**config.mk**
```make
export PLATFORM = sky130hd
export DESIGN_NAME = bridge_fifo
export DESIGN_NICKNAME = d
export VERILOG_FILES = /design/src/rtl/bridge_pkg.sv /design/src/rtl/bridge_fifo_ram.sv /design/src/rtl/bridge_fifo.sv
export SDC_FILE = /design/constraint.sdc
export NUM_CORES = 1
export LEC_CHECK = 0
export CAP_MARGIN = 20
export CORE_MARGIN = 4
export CORE_UTILIZATION = 44
export CTS_CLUSTER_DIAMETER = 150
export DETAILED_ROUTE_END_ITERATION = 6
export PLACE_DENSITY = 0.58
export SYNTH_ARGS = -nofsm -noshare
export SYNTH_HDL_FRONTEND = slang
export SYNTH_SLANG_ARGS = --single-unit
```
**constraint.sdc**
```tcl
create_clock -name clk -period 3 [get_ports clk]
set_clock_uncertainty 0.2 [all_clocks]
set_input_delay 0.45 -clock clk [delete_from_list [all_inputs] [get_ports clk]]
set_output_delay 0.45 -clock clk [all_outputs]
set_load 0.02 [all_outputs]
```
**src/rtl/bridge_pkg.sv**
```systemverilog
// Shared constants for the UART bridge FIFOs.
package bridge_pkg;

    localparam int unsigned DATA_W     = 8;
    localparam int unsigned FIFO_DEPTH = 16;
    localparam int unsigned FIFO_AFULL = 12;

endpackage : bridge_pkg

```
**src/rtl/bridge_fifo_ram.sv**
```systemverilog
// FIFO storage: synchronous write port, asynchronous read port, no reset.
module bridge_fifo_ram
    import bridge_pkg::*;
#(
    parameter int unsigned DEPTH = FIFO_DEPTH,
    localparam int unsigned AW   = $clog2(DEPTH)
) (
    input  logic              clk,
    input  logic              we,
    input  logic [AW-1:0]     waddr,
    input  logic [DATA_W-1:0] wdata,
    input  logic [AW-1:0]     raddr,
    output logic [DATA_W-1:0] rdata
);

    logic [DATA_W-1:0] mem_q [DEPTH];

    // Write port: store the byte on the rising edge when enabled.
    always_ff @(posedge clk) begin
        if (we) begin
            mem_q[waddr] <= wdata;
        end
    end

    // Read port: combinational lookup so the head byte is visible immediately.
    always_comb begin
        rdata = mem_q[raddr];
    end

endmodule : bridge_fifo_ram

```
**src/rtl/bridge_fifo.sv**
```systemverilog
// Show-ahead byte FIFO with level, threshold flags and sticky error flags.
module bridge_fifo
    import bridge_pkg::*;
#(
    parameter int unsigned DEPTH     = FIFO_DEPTH,
    parameter int unsigned AFULL_LVL = FIFO_AFULL,
    localparam int unsigned AW       = $clog2(DEPTH),
    localparam int unsigned LW       = AW + 1
) (
    input  logic              clk,
    input  logic              reset,
    input  logic [DATA_W-1:0] wr_data,
    input  logic              we,
    output logic              full,
    output logic              almost_full,
    output logic [DATA_W-1:0] rd_data,
    input  logic              re,
    output logic              not_empty,
    output logic [LW-1:0]     level,
    output logic              overflow,
    output logic              underflow,
    input  logic              clr_err
);

    logic [AW-1:0]     wr_ptr_q, wr_ptr_d;
    logic [AW-1:0]     rd_ptr_q, rd_ptr_d;
    logic [LW-1:0]     level_q, level_d;
    logic              overflow_q, overflow_d;
    logic              underflow_q, underflow_d;
    logic              rd_acc;
    logic              wr_acc;
    logic              ram_we;
    logic [DATA_W-1:0] ram_rdata;

    // Status flags decode from the registered level only.
    always_comb begin
        not_empty   = (level_q != LW'(0));
        full        = (level_q == LW'(DEPTH));
        almost_full = (level_q >= LW'(AFULL_LVL));
        level       = level_q;
        overflow    = overflow_q;
        underflow   = underflow_q;
        rd_data     = not_empty ? ram_rdata : DATA_W'(0);
    end

    // Accept decisions and next-state for pointers, level and sticky flags.
    always_comb begin
        rd_acc      = re & not_empty;
        // A same-cycle pop frees a slot, so a write while full is still taken.
        wr_acc      = we & (~full | rd_acc);
        ram_we      = wr_acc & ~reset;
        wr_ptr_d    = wr_ptr_q;
        rd_ptr_d    = rd_ptr_q;
        level_d     = level_q;
        if (wr_acc) begin
            wr_ptr_d = wr_ptr_q + AW'(1);
        end
        if (rd_acc) begin
            rd_ptr_d = rd_ptr_q + AW'(1);
        end
        case ({wr_acc, rd_acc})
            2'b10:   level_d = level_q + LW'(1);
            2'b01:   level_d = level_q - LW'(1);
            default: level_d = level_q;
        endcase
        // A new error in the same cycle as clr_err wins over the clear.
        overflow_d  = (overflow_q & ~clr_err) | (we & ~wr_acc);
        underflow_d = (underflow_q & ~clr_err) | (re & ~not_empty);
    end

    // State registers with synchronous reset; storage is not reset.
    always_ff @(posedge clk) begin
        if (reset) begin
            wr_ptr_q    <= AW'(0);
            rd_ptr_q    <= AW'(0);
            level_q     <= LW'(0);
            overflow_q  <= 1'b0;
            underflow_q <= 1'b0;
        end else begin
            wr_ptr_q    <= wr_ptr_d;
            rd_ptr_q    <= rd_ptr_d;
            level_q     <= level_d;
            overflow_q  <= overflow_d;
            underflow_q <= underflow_d;
        end
    end

    bridge_fifo_ram #(
        .DEPTH (DEPTH)
    ) u_ram (
        .clk   (clk),
        .we    (ram_we),
        .waddr (wr_ptr_q),
        .wdata (wr_data),
        .raddr (rd_ptr_q),
        .rdata (ram_rdata)
    );

endmodule : bridge_fifo

```
==> results of run 1 <==
[final timing paths]
kind	slack, ns	end	cells after the start
setup / recovery	0.12	rd_data[2]	5
hold / removal	0.32	underflow	2
setup reg to reg	0.27	level[4]	8
hold reg to reg	0.32	underflow	2
[what timing repair did]
| item | CTS | global route |
|---|---|---|
| cloned | 0 | 0 |
| setup buffers | 5 | 4 |
| endpoints found under the setup margin | 8 | 8 |
| pin swaps | 0 | 1 |
| gates resized for setup | 13 | 10 |
[report_power, final]
| part | internal, mW | total (mW) | switching [mW] |
|---|---|---|---|
| Sequential | 2.30 | 2.36 | 0.0632 |
| Combinational | 0.736 | 1.57 | 0.837 |
| Clock | 1.27 | 2.04 | 0.768 |
| Total | 4.31 | 5.98 | 1.67 |
[routing by layer]
layer / vias to the layer above / share of wire, % / GRT usage (%)
li1: 1471 / - / -
met4: 0 / 0.63 / 4.78
met1: 1603 / 44 / 21.3
met2: 61 / 51 / 26.2
met3: 7 / 4.9 / 5.15
met5: - / 0 / 0
[flip-flops by register name (all words and copies together) (netlist names), named ones only]
signal and cells:
overflow 1, underflow 1, rd_ptr_q 4, level 5, u_ram.mem_q 128, wr_ptr_q 4
[metrics by stage]
| step | utilization [%] | std cells | cell area, sq um | hold WS (ns) | total power, mW |
|---|---|---|---|---|---|
| floorplan | - | 338 | 6010 | 0.285 | 3.38 |
| global placement | 50.4 | 554 | 6700 | 0.302 | 3.98 |
| detailed placement | 50.4 | 554 | 6700 | 0.310 | 3.99 |
| CTS | 55.2 | 591 | 7340 | 0.322 | 6.03 |
| global route | 55.5 | 595 | 7380 | 0.371 | 6.29 |
| finish | 55.5 | 595 | 7380 | 0.317 | 5.98 |
[worst register-to-register path: cells and delay by family, from the launching register on]
kind / cells / cell delay [ns]
compound gates: 4 / 0.85
simple gates: 2 / 0.82
fa+ha+maj: 1 / 0.35
flops: 1 / 0.31
buf+inv: 1 / 0.14
[layout make-up]
cell class	count	area share, %
inverter	7	0.356
multi-input combinational	165	22.9
timing repair buffer	68	8.51
sequential	147	57.3
clock inverter	9	1.02
clock buffer	23	6.92
tap	176	2.98
[cells in the mapped netlist, types with 7 or more instances]
master                     instances  area, sq um
sky130_fd_sc_hd__a211oi_1         17          128
sky130_fd_sc_hd__buf_2             8         40.0
sky130_fd_sc_hd__clkbuf_1          7         26.3
sky130_fd_sc_hd__dfxtp_1          19          380
sky130_fd_sc_hd__edfxtp_1        128         3840
sky130_fd_sc_hd__ha_1              8          100
sky130_fd_sc_hd__inv_1             7         26.3
sky130_fd_sc_hd__mux2i_1          11          110
sky130_fd_sc_hd__mux4_2           32          721
sky130_fd_sc_hd__nand2_1           7         26.3
sky130_fd_sc_hd__nor2_1           31          116
sky130_fd_sc_hd__nor2b_1          14         87.6
[cells by family after synthesis]
logic type / share of synthesized area (%)
XOR/XNOR: 1.02
adder cells (fa/ha/maj): 2.00
flip-flops: 70.3
multiplexers: 14.1
buffers and inverters: 1.98
AO/OA/AOI/OAI: 4.93
AND/OR/NAND/NOR: 5.70
==> impl_metrics.json, run 1 <==
{
  "critical_path.slowest_cell": "sky130_fd_sc_hd__mux4_2",
  "drc": 0,
  "run_status": "completed",
  "buffer_ports.inserted": 30,
  "die_x_microns": 125,
  "power_leakage_nw": 2.48,
  "grt-ovfl-total": 0,
  "routed_wire_length_per_instance_microns": 19.7,
  "final.fill_count": 1048,
  "clock_tree.root_cell": "sky130_fd_sc_hd__clkbuf_16",
  "achievable-frequency_mhz": 347,
  "unrepaired_setup_endpoints_after_global_routing": "false",
  "sequential_cell_area_sq_mm": 0.00423,
  "regToRegStartpoint": "level[0]",
  "worstHoldStart": "underflow",
  "route.detailed.vias_per_inst": 5.28,
  "grt_usage_pct": 16.2,
  "clock_latency_at_the_later_pin_of_the_worst_skew_pair_ns": 0.41,
  "vias": 3142,
  "yosys.cell_types.count": 46,
  "tritoncts": "built",
  "cts-hold-fix-buffers": 0,
  "critical_path_cell_by_cell": "buf_12, mux4_2, mux2i_1, a211oi_1, clkdlybuf4s15_1",
  "layout_common_cells": "128 x sky130_fd_sc_hd__edfxtp_1, 34 x sky130_fd_sc_hd__buf_4, 32 x sky130_fd_sc_hd__mux4_2",
  "cts-buffers-inserted": 17,
  "critPathLaunchType": "flop",
  "core_region_area_sq_mm": 0.0133,
  "std_cell_rows": 42,
  "worst_pin_slew_ns": 0.891,
  "timing.final.ws_setup_ns": 0.120,
  "ant_nets": 0,
  "max-vdd-ir-drop_uv": 434,
  "maxCapViolations": 0,
  "layout_worst_path_cycle_share_pct": 96.0,
  "number_of_antenna_violations_at_the_first_check_in_global_routing": 0,
  "initial_utilization_pct": 45.2,
  "setup_violations": 0,
  "path_max_fanout": 32,
  "synth_enable_flop_cells": 128,
  "multi_input_area_sq_mm": 0.00169,
  "worst_setup_path_end_kind": "output port",
  "synth.yosys.seq_area_share_pct": 70.3,
  "grt_start_max_net_pins": 33,
  "cp_data_required_time_ns": 2.35,
  "dieArea_sq_mm": 0.0156,
  "ctsHtreeMaxLevel": 4,
  "post-dp-hpwl_mm": 7.65,
  "most_frequent_standard_cell_in_the_layout_excluding_fill_and_tap_cells": "sky130_fd_sc_hd__edfxtp_1",
  "number_of_nets_produced_by_synthesis": 360,
  "drive_gt1_share_pct": 27.7,
  "setup_total_negative_slack_ns": 0,
  "final_period_minus_worst_setup_slack_ns": 2.88,
  "grt_pass1_vias": 3312,
  "clkTransAtPathRegs_ns": 0.06,
  "report.final.slew_viol_count": 0,
  "cp.buffers_inverters": 2,
  "gpl.final_weighted_congestion": 0.736,
  "global_route_wire_length_before_repair_mm": 18.9,
  "power.density_mw_per_mm2": 810,
  "design.portCount": 31,
  "antennaDiodeCount": 0,
  "cts-root-to-sink-buffers": 2,
  "drt_first_pass_iters": 4,
  "synth_warnings": 0,
  "worst-endpoint-arrival_ns": 2.23,
  "synth-async-reset-ratio_pct": 0,
  "slowest_delay_ns": 0.56,
  "timing.slew.headroom_pct": 40.4,
  "final_hold_violations": 0,
  "synthCells": 338,
  "syn-cell-area_sq_mm": 0.00601,
  "wl_mm": 11.7,
  "chipHeight_microns": 125,
  "ys_seq_elements": 147,
  "area_growth_pct": 22.8,
  "final_net_count": 428,
  "tritoncts_num_sinks": 147,
  "primary_ff_master_synth": "sky130_fd_sc_hd__edfxtp_1",
  "synthesis.area_per_instance_sq_um": 17.8,
  "critical-path-top-delay-family": "multiplexers",
  "hold_class": "reg2reg",
  "placement.setup.worst_slack_ns": 0.183,
  "drtIter0Drc": 227,
  "setup.worst_path.class": "reg2out"
}
(Power assumes the default switching activity.)
==> run 2, diff against run 1 <==
DONT_BUFFER_PORTS = 1   (was not set)
HOLD_SLACK_MARGIN = 0.02   (was not set)
PLACE_DENSITY = 0.56   (was 0.58)
SLEW_MARGIN = 20   (was not set)
==> run 2 against run 1 <==
Net effect:
- wire length down 2.4%
- critical path type unchanged
- critical path depth up 1
- fmax down 0.33%
- largest cell class unchanged
- worst hold slack worse by 0.27 ns
- worst setup slack worse by 0.0096 ns
==> impl_metrics.json, run 2 (synthesis gave the netlist of run 1 again) <==
{
  "grt_start_max_net_pins": 23,
  "core_region_area_sq_mm": 0.0133,
  "std_cell_rows": 42,
  "worst-endpoint-arrival_ns": 2.24,
  "chipHeight_microns": 125,
  "timing.final.ws_setup_ns": 0.111,
  "post-dp-hpwl_mm": 7.48,
  "cp_data_required_time_ns": 2.35,
  "grt-ovfl-total": 0,
  "worstHoldStart": "reset",
  "critical_path_cell_by_cell": "buf_12, mux4_2, nor2b_1, a211oi_1, a211oi_1, buf_4",
  "ant_nets": 0,
  "wl_mm": 11.4,
  "timing.slew.headroom_pct": 37.6,
  "initial_utilization_pct": 45.2,
  "max-vdd-ir-drop_uv": 557,
  "antennaDiodeCount": 0,
  "layout_worst_path_cycle_share_pct": 96.3,
  "achievable-frequency_mhz": 346,
  "path_max_fanout": 22,
  "cts-root-to-sink-buffers": 2,
  "worst_pin_slew_ns": 0.933,
  "power_leakage_nw": 2.33,
  "number_of_antenna_violations_at_the_first_check_in_global_routing": 0,
  "drt_first_pass_iters": 4,
  "final_period_minus_worst_setup_slack_ns": 2.89,
  "timing.hold.worst_path_depth": 2,
  "slowest_delay_ns": 0.51,
  "setup_slack_of_the_worst_register_to_register_path_ns": 0.27,
  "gpl.final_weighted_congestion": 0.716,
  "placement.setup.worst_slack_ns": 0.312,
  "clock_tree.root_cell": "sky130_fd_sc_hd__clkbuf_16",
  "regToRegStartpoint": "level[0]",
  "layout_common_cells": "128 x sky130_fd_sc_hd__edfxtp_1, 32 x sky130_fd_sc_hd__mux4_2, 31 x sky130_fd_sc_hd__nor2_1",
  "largest_reg_flops": 128,
  "holdWs_ns": 0.0431,
  "area_growth_pct": 18.5,
  "hold_class": "in2reg",
  "run_status": "completed",
  "worstRegToRegCells": 8,
  "worst_setup_path_end_kind": "output port",
  "die_x_microns": 125,
  "critical_path.slowest_cell": "sky130_fd_sc_hd__mux4_2",
  "tritoncts": "built",
  "dieArea_sq_mm": 0.0156,
  "routed_wire_length_per_instance_microns": 20.4,
  "report.final.slew_viol_count": 0,
  "grt_usage_pct": 16.0,
  "final_hold_violations": 0,
  "maxCapViolations": 0,
  "drtIter0Drc": 198,
  "setup_total_negative_slack_ns": 0,
  "ctsHtreeMaxLevel": 4,
  "cp.buffers_inverters": 2,
  "final_net_count": 393,
  "cts-buffers-inserted": 17,
  "design.portCount": 31,
  "r2r-end": "level[4]",
  "clkTransAtPathRegs_ns": 0.06,
  "clock_latency_at_the_later_pin_of_the_worst_skew_pair_ns": 0.42,
  "route.detailed.vias_per_inst": 5.45,
  "hold-path-endpoint": "level[3]",
  "final_util_pct": 53.6,
  "critical-path-top-cell-by-count": "sky130_fd_sc_hd__a211oi_1",
  "vias": 3053,
  "buffer_ports.inserted": 0,
  "critical-path-top-delay-family": "multiplexers",
  "tritoncts_num_sinks": 147,
  "grt_pass1_vias": 3279,
  "global_route_wire_length_before_repair_mm": 18.8,
  "setup_violations": 0,
  "critPathLaunchType": "flop",
  "setup.worst_path.class": "reg2out",
  "unrepaired_setup_endpoints_after_global_routing": "false",
  "most_frequent_standard_cell_in_the_layout_excluding_fill_and_tap_cells": "sky130_fd_sc_hd__edfxtp_1",
  "power.density_mw_per_mm2": 861,
  "drc": 0,
  "drive_gt1_share_pct": 25.5,
  "max_flop_register": "u_ram.mem_q"
}
[run 2: changes by cell type in the layout (fill, tap and decap cells not counted), sizes merged]
cell / before / now
dlygate4sd1: 1 / 0
buf: 38 / 22
dlymetal6s2s: 1 / 0
clkinv: 6 / 5
dlygate4sd2: 3 / 0
dlygate4sd3: 0 / 11
bufinv: 1 / 6
clkbuf: 24 / 18
clkdlybuf4s15: 3 / 0
clkinvlp: 2 / 3
clkdlybuf4s50: 21 / 0
[run 2: worst register-to-register path, stage by stage, from the launching register on]
cell	delay (ns)
sky130_fd_sc_hd__dfxtp_1	0.31
sky130_fd_sc_hd__or4_4	0.63
sky130_fd_sc_hd__o21ai_2	0.24
sky130_fd_sc_hd__inv_1	0.15
sky130_fd_sc_hd__ha_1	0.35
sky130_fd_sc_hd__a21oi_1	0.09
sky130_fd_sc_hd__and2_1	0.19
sky130_fd_sc_hd__a221o_1	0.34
sky130_fd_sc_hd__a31oi_1	0.15
[run 2: metal layers]
| layer | GRT usage, % | vias up | wire length, microns |
|---|---|---|---|
| met5 | 0 | - | 0 |
| li1 | - | 1407 | - |
| met4 | 7.08 | 0 | 212 |
| met3 | 5.27 | 16 | 514 |
| met1 | 19.9 | 1561 | 4860 |
| met2 | 25.8 | 69 | 5850 |
[run 2: worst max path at each step]
stage | end | cells after the start | startpoint | slack [ns]
floorplan | level[4] | 9 | level[0] | 0.26
global placement | level[4] | 8 | level[0] | 0.39
detailed placement | level[4] | 8 | level[0] | 0.31
CTS | rd_data[1] | 6 | flop | -0.03
global route | rd_data[0] | 6 | flop | 0.005
finish | rd_data[2] | 6 | flop | 0.11
[run 2: cell type report]
cell class / instances / area, sq um
clock inverter: 14 / 235
multi-input combinational: 165 / 1680
clock buffer: 18 / 429
fill: 1051 / 6170
sequential: 147 / 4230
timing repair buffer: 33 / 304
inverter: 7 / 26.3
tap: 176 / 220
[run 2: stage by stage]
step                cell area (sq um)  power (mW)  instances
global route                     7120        6.40        560
global placement                 6330        3.78        517
CTS                              7110        6.19        560
finish                           7120        6.13        560
detailed placement               6330        3.80        517
floorplan                        6010        3.38        338
[run 2: power by group]
part           total (mW)  internal (mW)  switching (mW)
combinational        1.41          0.602           0.812
sequential           2.37           2.30          0.0677
clock                2.35           1.56           0.793
[run 2: repair_timing]
| action | CTS | global route |
|---|---|---|
| resized for setup | 1 | 4 |
| setup buffers | 0 | 0 |
| hold buffers | 11 | 0 |
| hold endpoints to repair | 146 | 0 |
| setup endpoints to repair | 3 | 4 |
